<file path="config.mk">
export PLATFORM = sky130hd
export DESIGN_NAME = x7seg_scan_decoder_flat
export DESIGN_NICKNAME = d
export VERILOG_FILES = /design/src/rtl/x7seg_if.sv /design/src/rtl/x7seg_scan_decoder.sv /design/src/flat_wrapper.sv
export SDC_FILE = /design/constraint.sdc
export NUM_CORES = 1
export LEC_CHECK = 0
export CELL_PAD_IN_SITES_DETAIL_PLACEMENT = 2
export CELL_PAD_IN_SITES_GLOBAL_PLACEMENT = 2
export CORE_ASPECT_RATIO = 1.2
export CORE_MARGIN = 2
export CORE_UTILIZATION = 25
export CTS_BUF_LIST = sky130_fd_sc_hd__clkbuf_16
export DETAILED_ROUTE_END_ITERATION = 8
export GPL_TIMING_DRIVEN = 0
export HOLD_SLACK_MARGIN = 0.08
export PLACE_DENSITY = 0.68
export SLEW_MARGIN = 40
export SYNTH_ARGS = -nofsm -noshare
export SYNTH_HDL_FRONTEND = slang
export SYNTH_SLANG_ARGS = --single-unit
</file>
<file path="constraint.sdc">
create_clock -name cclk -period 2.92 [get_ports cclk]
set_input_delay 0.584 -clock cclk [delete_from_list [all_inputs] [get_ports cclk]]
set_output_delay 0.584 -clock cclk [all_outputs]
set_load 0.02 [all_outputs]
</file>
<file path="src/rtl/x7seg_if.sv">
// Bundle of the multiplexed 7-segment lines being snooped and the decoder's results.
// The master side is the display driver / observer; the slave side is the decoder.
interface x7seg_if;
    logic [6:0]  a_to_g;
    logic [3:0]  an;
    logic [15:0] x;
    logic [3:0]  lit;
    logic        locked;
    logic        frame_valid;
    logic        frame_err;
    logic        sticky_err;

    modport master (
        output a_to_g, an,
        input  x, lit, locked, frame_valid, frame_err, sticky_err
    );

    modport slave (
        input  a_to_g, an,
        output x, lit, locked, frame_valid, frame_err, sticky_err
    );
endinterface

</file>
<file path="src/rtl/x7seg_scan_decoder.sv">
// Recovers the 16-bit value shown on a scanned 4-digit active-low 7-segment display
// by following the anode scan and decoding each digit's segment pattern.
module x7seg_scan_decoder #(
    parameter int unsigned STRICT = 1
) (
    input  logic   cclk,
    input  logic   clr,
    x7seg_if.slave bus
);

    logic [1:0]  slot_q, slot_d;
    logic        locked_q, locked_d;
    logic        active_q, active_d;
    logic        err_q, err_d;
    logic [15:0] shadow_q, shadow_d;
    logic [3:0]  shadow_lit_q, shadow_lit_d;
    logic [15:0] x_q, x_d;
    logic [3:0]  lit_q, lit_d;
    logic        frame_valid_q, frame_valid_d;
    logic        frame_err_q, frame_err_d;
    logic        sticky_q, sticky_d;

    logic [3:0]  an_n;
    logic        is_lit;
    logic        is_blank;
    logic [1:0]  k;
    logic [4:0]  dec;
    logic [3:0]  nib;
    logic        nib_lit;
    logic        smp_err;
    logic        frame_err_now;

    // Returns {recognised, nibble}; unknown patterns decode to 0.
    function automatic logic [4:0] decode(input logic [6:0] s);
        case (s)
            7'b0000001: decode = 5'h10;
            7'b1001111: decode = 5'h11;
            7'b0010010: decode = 5'h12;
            7'b0000110: decode = 5'h13;
            7'b1001100: decode = 5'h14;
            7'b0100100: decode = 5'h15;
            7'b0100000: decode = 5'h16;
            7'b0001111: decode = 5'h17;
            7'b0000000: decode = 5'h18;
            7'b0000100: decode = 5'h19;
            7'b0001000: decode = 5'h1A;
            7'b1100000: decode = 5'h1B;
            7'b0110001: decode = 5'h1C;
            7'b1000010: decode = 5'h1D;
            7'b0110000: decode = 5'h1E;
            7'b0111000: decode = 5'h1F;
            default:    decode = 5'h00;
        endcase
    endfunction

    always_comb begin
        an_n     = ~bus.an;
        is_blank = (an_n == 4'b0000);
        is_lit   = 1'b1;
        k        = 2'd0;
        case (an_n)
            4'b0001: k = 2'd0;
            4'b0010: k = 2'd1;
            4'b0100: k = 2'd2;
            4'b1000: k = 2'd3;
            default: is_lit = 1'b0;
        endcase
        dec = decode(bus.a_to_g);
    end

    always_comb begin
        slot_d        = slot_q + 2'd1;
        locked_d      = locked_q;
        active_d      = active_q;
        err_d         = err_q;
        shadow_d      = shadow_q;
        shadow_lit_d  = shadow_lit_q;
        x_d           = x_q;
        lit_d         = lit_q;
        frame_valid_d = 1'b0;
        frame_err_d   = 1'b0;
        sticky_d      = sticky_q;
        nib           = 4'h0;
        nib_lit       = 1'b0;
        smp_err       = 1'b0;
        frame_err_now = 1'b0;

        if (!locked_q) begin
            // Acquire lock from the first lit digit; its successor is expected next.
            if (is_lit) begin
                locked_d = 1'b1;
                slot_d   = k + 2'd1;
            end
        end else if (is_lit && (k != slot_q)) begin
            slot_d      = k + 2'd1;
            locked_d    = 1'b0;
            active_d    = 1'b0;
            frame_err_d = 1'b1;
            sticky_d    = 1'b1;
        end else begin
            if (is_lit) begin
                nib     = dec[3:0];
                nib_lit = 1'b1;
                smp_err = ~dec[4];
            end else if (is_blank) begin
                smp_err = (slot_q == 2'd0);
            end else begin
                smp_err = 1'b1;
            end

            shadow_d[{slot_q, 2'b00} +: 4] = nib;
            shadow_lit_d[slot_q]           = nib_lit;

            frame_err_now = (slot_q == 2'd0) ? smp_err : (err_q | smp_err);
            err_d         = frame_err_now;

            if (slot_q == 2'd0)
                active_d = 1'b1;

            // Only a frame that started at slot 0 under lock may be reported.
            if (slot_q == 2'd3) begin
                active_d = 1'b0;
                if (active_q) begin
                    if (frame_err_now) begin
                        frame_err_d = 1'b1;
                        sticky_d    = 1'b1;
                    end
                    if (!frame_err_now || (STRICT == 0)) begin
                        x_d           = {nib, shadow_q[11:0]};
                        lit_d         = {nib_lit, shadow_lit_q[2:0]};
                        frame_valid_d = 1'b1;
                    end
                end
            end
        end
    end

    always_ff @(posedge cclk or posedge clr) begin
        if (clr) begin
            slot_q        <= 2'd0;
            locked_q      <= 1'b0;
            active_q      <= 1'b0;
            err_q         <= 1'b0;
            shadow_q      <= 16'h0000;
            shadow_lit_q  <= 4'h0;
            x_q           <= 16'h0000;
            lit_q         <= 4'h0;
            frame_valid_q <= 1'b0;
            frame_err_q   <= 1'b0;
            sticky_q      <= 1'b0;
        end else begin
            slot_q        <= slot_d;
            locked_q      <= locked_d;
            active_q      <= active_d;
            err_q         <= err_d;
            shadow_q      <= shadow_d;
            shadow_lit_q  <= shadow_lit_d;
            x_q           <= x_d;
            lit_q         <= lit_d;
            frame_valid_q <= frame_valid_d;
            frame_err_q   <= frame_err_d;
            sticky_q      <= sticky_d;
        end
    end

    assign bus.x           = x_q;
    assign bus.lit         = lit_q;
    assign bus.locked      = locked_q;
    assign bus.frame_valid = frame_valid_q;
    assign bus.frame_err   = frame_err_q;
    assign bus.sticky_err  = sticky_q;

endmodule

</file>
<file path="src/flat_wrapper.sv">
// flat-port wrapper written by rule: the top's interface ports become plain ports
module x7seg_scan_decoder_flat 
#(
    parameter int unsigned STRICT = 1
)
  (cclk, clr, bus_a_to_g, bus_an, bus_x, bus_lit, bus_locked, bus_frame_valid, bus_frame_err, bus_sticky_err);
  x7seg_if bus_i ();
  input  logic cclk;
  input  logic clr;
  input wire logic [$bits(bus_i.a_to_g)-1:0] bus_a_to_g;
  input wire logic [$bits(bus_i.an)-1:0] bus_an;
  output wire logic [$bits(bus_i.x)-1:0] bus_x;
  output wire logic [$bits(bus_i.lit)-1:0] bus_lit;
  output wire logic [$bits(bus_i.locked)-1:0] bus_locked;
  output wire logic [$bits(bus_i.frame_valid)-1:0] bus_frame_valid;
  output wire logic [$bits(bus_i.frame_err)-1:0] bus_frame_err;
  output wire logic [$bits(bus_i.sticky_err)-1:0] bus_sticky_err;
  assign bus_i.a_to_g = bus_a_to_g;
  assign bus_i.an = bus_an;
  assign bus_x = bus_i.x;
  assign bus_lit = bus_i.lit;
  assign bus_locked = bus_i.locked;
  assign bus_frame_valid = bus_i.frame_valid;
  assign bus_frame_err = bus_i.frame_err;
  assign bus_sticky_err = bus_i.sticky_err;
  x7seg_scan_decoder #(.STRICT(STRICT)) u_core (.cclk(cclk), .clr(clr), .bus(bus_i));
endmodule
</file>
Yosys cells after proc, flatten, opt, wreduce, memory -nomap -nowiden
Cells that the tools add are included.
Operators by class
  add/sub/neg operators: 3
  bitwise logic cells: 5
  divide/modulo/power cells: 0
  shifts and indexed selects: 2
  eq/ne operators: 21
  muxes and demuxes: 40
  multipliers: 0
  order comparisons: 2
  reductions and logical operators: 14
Operators with widths (count)
  5-bit one-hot mux with 16 select lines: 1
  7-bit by 6-bit equality test with 1-bit output (second input constant): 5
  1-bit two-way mux: 29
  7-bit equality test (second input constant): 4
  16-bit bitwise mux: 1
  4-bit by 6-bit variable shift with 16-bit output (first input constant): 1
  4-bit by 6-bit variable part select with 16-bit output: 1
  7-bit by 3-bit equality test with 1-bit output (second input constant): 2
  7-bit by 4-bit equality test with 1-bit output (second input constant): 2
  4-bit two-way mux: 3
  7-bit by 1-bit equality test with 1-bit output (second input constant): 1
  7-bit by 5-bit equality test with 1-bit output (second input constant): 1
  7-bit zero test: 1
  2-bit two-way mux: 3
  4-bit negator with 6-bit output: 1
  2-bit one-hot mux with 3 select lines: 1
  2-bit nonzero test: 3
  5-bit AND reduction: 1
  2-bit by 1-bit adder with 2-bit output (second input constant): 2
  4-bit bitwise mux: 1
  4-bit by 1-bit equality test with 1-bit output (second input constant): 1
  4-bit by 2-bit equality test with 1-bit output (second input constant): 1
  4-bit by 3-bit equality test with 1-bit output (second input constant): 1
  4-bit equality test (second input constant): 1
  15 further kinds: 19
Storage, ports and cells
  ROM bits: 0
  input bits: 13
  bits in registers: 48
  bits in writable memories: 0
  bits in latches: 0
  memories: 0
  word-level logic and storage cells: 98

Logic depth before layout (Yosys ltp)
  word-level depth: 14
  mapped depth: 8

Least setup slack after synthesis
No wires, ideal clock.
  kind: input to register
  start point: in bus_an[1]
  end point: reg u_core.lit_q[0] (netlist: u_core.bus.lit[0])
  setup slack: 372 ps
  data required time: 2795 ps
  arrival time: 2423 ps
  path buffers: 2
  cell stages on the path: 8
  path through: buf_4 and4b_4 a22o_1 a31oi_4 nand2_4 nor4_4 buf_6 mux2_4
Between the ends
  word-level cells in the longest chain between the ends: 11
  elaborated cells on any way between the ends: 20
RTL lines
  start, declared: line flat_wrapper.sv:11  | input wire logic [$bits(bus_i.an)-1:0] bus_an;
  4-bit NOT (*): line x7seg_scan_decoder.sv:57  | an_n = ~bus.an;
  4-bit by 1-bit equality test with 1-bit output, or another cell as far along: line x7seg_scan_decoder.sv:61  | case (an_n)
  4-bit OR reduction (no line)
  1-bit two-way mux: line x7seg_scan_decoder.sv:61
  1-bit two-way mux: line x7seg_scan_decoder.sv:101  | if (is_lit) begin
  1-bit two-way mux: line x7seg_scan_decoder.sv:94  | end else if (is_lit && (k != slot_q)) begin
  1-bit two-way mux: line x7seg_scan_decoder.sv:88  | if (!locked_q) begin
  1-bit OR: line x7seg_scan_decoder.sv:114  | frame_err_now = (slot_q == 2'd0) ? smp_err : (err_q | smp_err);
  1-bit two-way mux: line x7seg_scan_decoder.sv:114
  1-bit NOT (no line)
  5-bit AND reduction (no line) (*)
  end signal, assigned: line x7seg_scan_decoder.sv:159  | lit_q <= lit_d;
  end, declared: line x7seg_scan_decoder.sv:18  | logic [3:0] lit_q, lit_d;
Mark *: on every way between the ends. The rest lies on a longest branch, timed or not. The select of a mux whose other input is x is not followed.
A chain may end at the register's enable or synchronous reset.

Worst setup path in the final report
  start point: in bus_a_to_g[5]
  end point: reg u_core.lit_q[0] (netlist: u_core.bus.lit[0])
Between the ends
  word-level cells in the longest chain between the ends: 10
  elaborated cells on any way between the ends: 25
RTL lines
  start, declared: line flat_wrapper.sv:10  | input wire logic [$bits(bus_i.a_to_g)-1:0] bus_a_to_g;
  7-bit by 6-bit equality test with 1-bit output, or another cell as far along: line x7seg_scan_decoder.sv:35  | case (s)
  5-bit one-hot mux with 16 select lines (*): line x7seg_scan_decoder.sv:35
  1-bit NOT (*): line x7seg_scan_decoder.sv:104  | smp_err = ~dec[4];
  1-bit two-way mux (*): line x7seg_scan_decoder.sv:101
  1-bit two-way mux (*): line x7seg_scan_decoder.sv:94
  1-bit two-way mux (*): line x7seg_scan_decoder.sv:88
  1-bit OR: line x7seg_scan_decoder.sv:114
  1-bit two-way mux (*): line x7seg_scan_decoder.sv:114
  1-bit NOT (no line) (*)
  5-bit AND reduction (no line) (*)
Marks and branches as above.

==> results.md <==
* Power share of the clock group at 33.1%
* Final Max Tran Viols at 0
* GRT Resource Usage Total at 13.1%
* Ys Warns at 0
* Die W at 94.2 um
* Top_reg_cell synth: dfrtp_1
* Number of synthesized flops with an enable pin at 0
* Clock Latency Late Sink at 0.28 ns
* Maximum vdd drop at 0.214 mV
* DRC viols at 0
* Full die area at 10600 um2
* Area delta synth->final at 35.5%
* Worst Path Required at 3.09 ns
* Final #Nets at 299
* Final hold vios at 0
* WL final at 6620 um
* Routed met2 length at 3440 um
* Synth Register Bits at 43
* Post-route insts no fill at 405
* Hold_buf cts at 0
* Sequential cell area fraction in the yosys report at 44.1%
* Fillers at 1036
* Row count at 39
* DRT Pass-1 Iters at 5
* Yosys top cell by area: dfrtp_1
* Root Buffer: clkbuf_16
* Async set-reset flop share out of synthesis at 100%
* WHS Endpoint: u_core.bus.sticky_err
* Setup crit start kind: primary input
* Global route overflow at 0
* Worst R2R Setup Slack at 0.32 ns
* CP Max Fanout at 10
* Slew @ Worst Pin at 0.517 ns
* Met1 WL at 2910 um
* Drt wl/cell at 16.3 um
* Sw Share at 31.9%
* Vias in the first global route at 2117
* Ant. Diodes at 0
* DR iter-0 viols at 76
* Crit path depth at 10
* Max Fclk at 0.354 GHz
* Final ANT Viol Nets at 0
* R2R Path Start: u_core.slot_q[0]
* Worst Hold Depth at 1
* H-tree depth at 2
* Via count at 2005
* Part of the power in registers at 38.3%
* Pleak at 1.41 nW
* Overall power of the completed layout at 1.91 mW
* TritonCTS Buffers at 5
* Mapped Area at 2440 um2
* GPL Wtd Cong at 0.820
* # port buffers at 33
* Buf+Inv Stages, Crit Path at 4
* Outcome: finished, final reports clean
* R2r endpoint: u_core.bus.lit[0]
* Pin count of the biggest net entering global routing at 44
* Crit-path cells: clkdlybuf4s50_1 > clkbuf_4 > or2_4 > a2111oi_4 > a311o_1 > nor4b_4 > nor4_4 > buf_4 > buf_12 > mux2_4
* Post-Place Cells at 386
* Core Region at 9520 um2
* Die H at 112 um
* Cells after Synth at 229
* Synth area leaders: dfrtp_1, mux2_4, nand2_1
* Num ports at 37
* Num Clock Sinks at 43
* # Max-Cap Violations at 0
* Mapped Nets at 247
* Crit-path slowest cell: clkdlybuf4s50_1
* Worst min-delay path class: flop to flop
* Dpl hpwl at 4630 um
* Layout Skew at 0.00487 ns
* Hold path start: u_core.bus.sticky_err
* Hold Worst Slack at 0.464 ns
* CP arrival at 3.00 ns
* Endpoints failing setup at 0
* Initial antenna violation count at 0
* Setup WS post-layout at 0.0913 ns
* Initial Util at 25.6%
* Final instance area at 3310 um2
* Clk buf depth at 2
* Synth cell types at 62
* Post-Place Worst Slack at -0.583 ns
* P_int at 1.30 mW
* Pwr dens at 578 nW/um2
* Combinational Power Share at 28.6%
* Placed cell areas at 2950 um2
* Worst path max stage delay at 0.49 ns
* Met3 WL post-DR at 147 um
* Period utilisation layout at 96.9%
* CTS tree: done
* Top Metal Used: met4
* Layout cells sized above 1 at 23.8%
* Net Sw Power at 0.609 mW
* Crit path time final at 2.83 ns
* Vias/cell at 4.95
* Register-to-Register Path Depth at 9
* Max_slew headroom at 65.2%
* Avg Inst Size Synth at 10.7 um2
* CP delay by family, top: buffers and inverters
* First-pass GRT wire length at 11000 um
* Critical path type: primary input to flop
* Top cell type's share of synthesized area at 44.1%
* Clk pin slew, worst setup/hold paths at 0.06 ns
* CP endpoint kind: flop
[layer usage]
metal  global-route usage (%)  up-vias
met3                     1.41        9
met2                     23.3       39
met1                     16.4     1013
met4                     4.44        0
li1                         -      944
met5                        0        -
[repair_timing]
item                       in CTS  in global routing
buffers inserted                9                  2
pin swaps                       4                  3
setup endpoints to repair      21                 21
gates resized for setup        25                  6
[sequential cells by signal, summed over array words and instances, names as in the netlist]
| register | cells |
|---|---|
| u_core.active_q | 1 |
| u_core.bus.frame_err | 1 |
| u_core.bus.frame_valid | 1 |
| u_core.bus.lit | 4 |
| u_core.bus.locked | 1 |
| u_core.bus.sticky_err | 1 |
| u_core.bus.x | 16 |
| u_core.err_q | 1 |
| u_core.shadow_lit_q | 3 |
| u_core.shadow_q | 12 |
| u_core.slot_q | 2 |
[cell families (layout without fill, tap and decap cells)]
kind of cell / Yosys count / count (layout) / share of synthesized area [%]
compound gates: 51 / 51 / 15.6
fa+ha+maj: 6 / 6 / 2.97
simple gates: 79 / 79 / 19.4
xor+xnor: 3 / 3 / 1.08
flops: 43 / 43 / 44.1
buf+inv: 26 / 79 / 5.59
mux: 21 / 21 / 11.2
[cell type report]
| type | instances | area, um2 | area share, % |
|---|---|---|---|
| Multi-Input combinational cell | 160 | 1310 | 39.5 |
| Clock buffer | 5 | 125 | 3.78 |
| Buffer | 14 | 109 | 3.29 |
| Sequential cell | 43 | 1080 | 32.5 |
| Inverter | 12 | 47.5 | 1.44 |
| Tap cell | 123 | 154 | 4.65 |
| Timing Repair Buffer | 45 | 447 | 13.5 |
| Clock inverter | 3 | 42.5 | 1.29 |
[worst reg2reg max path, cell delays in order (launching register included)]
cell	delay (ns)
dfrtp_1	0.56
inv_1	0.20
ha_1	0.32
nand2_1	0.10
mux2_2	0.15
o211ai_1	0.19
nor4_4	0.34
buf_4	0.18
buf_12	0.14
mux2_4	0.30
[per-stage QoR]
stage / setup TNS (ns) / util (%)
after detailed placement: -11.82 / 31.0
final: 0 / 34.8
after floorplan: 0 / -
after global routing: -0.144 / 34.8
after CTS: 0 / 34.5
after global placement: -11.71 / 30.7
[power by group through the flow]
stage               Clock (mW)  Combinational [mW]  Sequential [mW]
floorplan                    0               0.314            0.763
global placement             0               0.511            0.737
detailed placement           0               0.528            0.742
CTS                      0.647               0.550            0.732
global route             0.670               0.614            0.742
finish                   0.633               0.547            0.731
[worst max-delay path by stage]
stage / slack, ns / endpoint / from
after floorplan: 0.37 / u_core.bus.lit[0] / bus_an[1]
after global placement: -0.57 / u_core.bus.x[7] / bus_an[0]
after detailed placement: -0.58 / u_core.bus.x[12] / bus_an[0]
after CTS: 0.02 / u_core.bus.lit[3] / bus_a_to_g[0]
after global routing: -0.03 / u_core.bus.x[8] / bus_a_to_g[5]
final: 0.09 / u_core.bus.lit[0] / bus_a_to_g[5]
[cells in the final DEF (no fill, tap or decap), types with 6 or more instances in the layout]
master and count:
dfrtp_1 43, nand3_1 8, a21oi_1 7, buf_4 11
inv_1 11, mux2_4 10, nor2_1 6, nand2_1 24
clkdlybuf4s50_1 28, o21ai_0 10, o31ai_1 8, mux2_1 7
[synth_stat cells (3+ instances only)]
cell	count
a21oi_1	7
a22o_1	3
buf_2	3
buf_6	4
clkbuf_1	5
dfrtp_1	43
ha_1	5
inv_1	12
mux2_1	7
mux2_2	3
mux2_4	10
nand2_1	24
nand2b_1	4
nand3_1	8
nand3b_1	3
nor2_1	6
nor3_1	3
nor4_1	3
o21ai_0	10
o31ai_1	8
or2_2	4
or3_1	3
or4_1	3
Note: power is estimated with default switching activity, not from simulation.
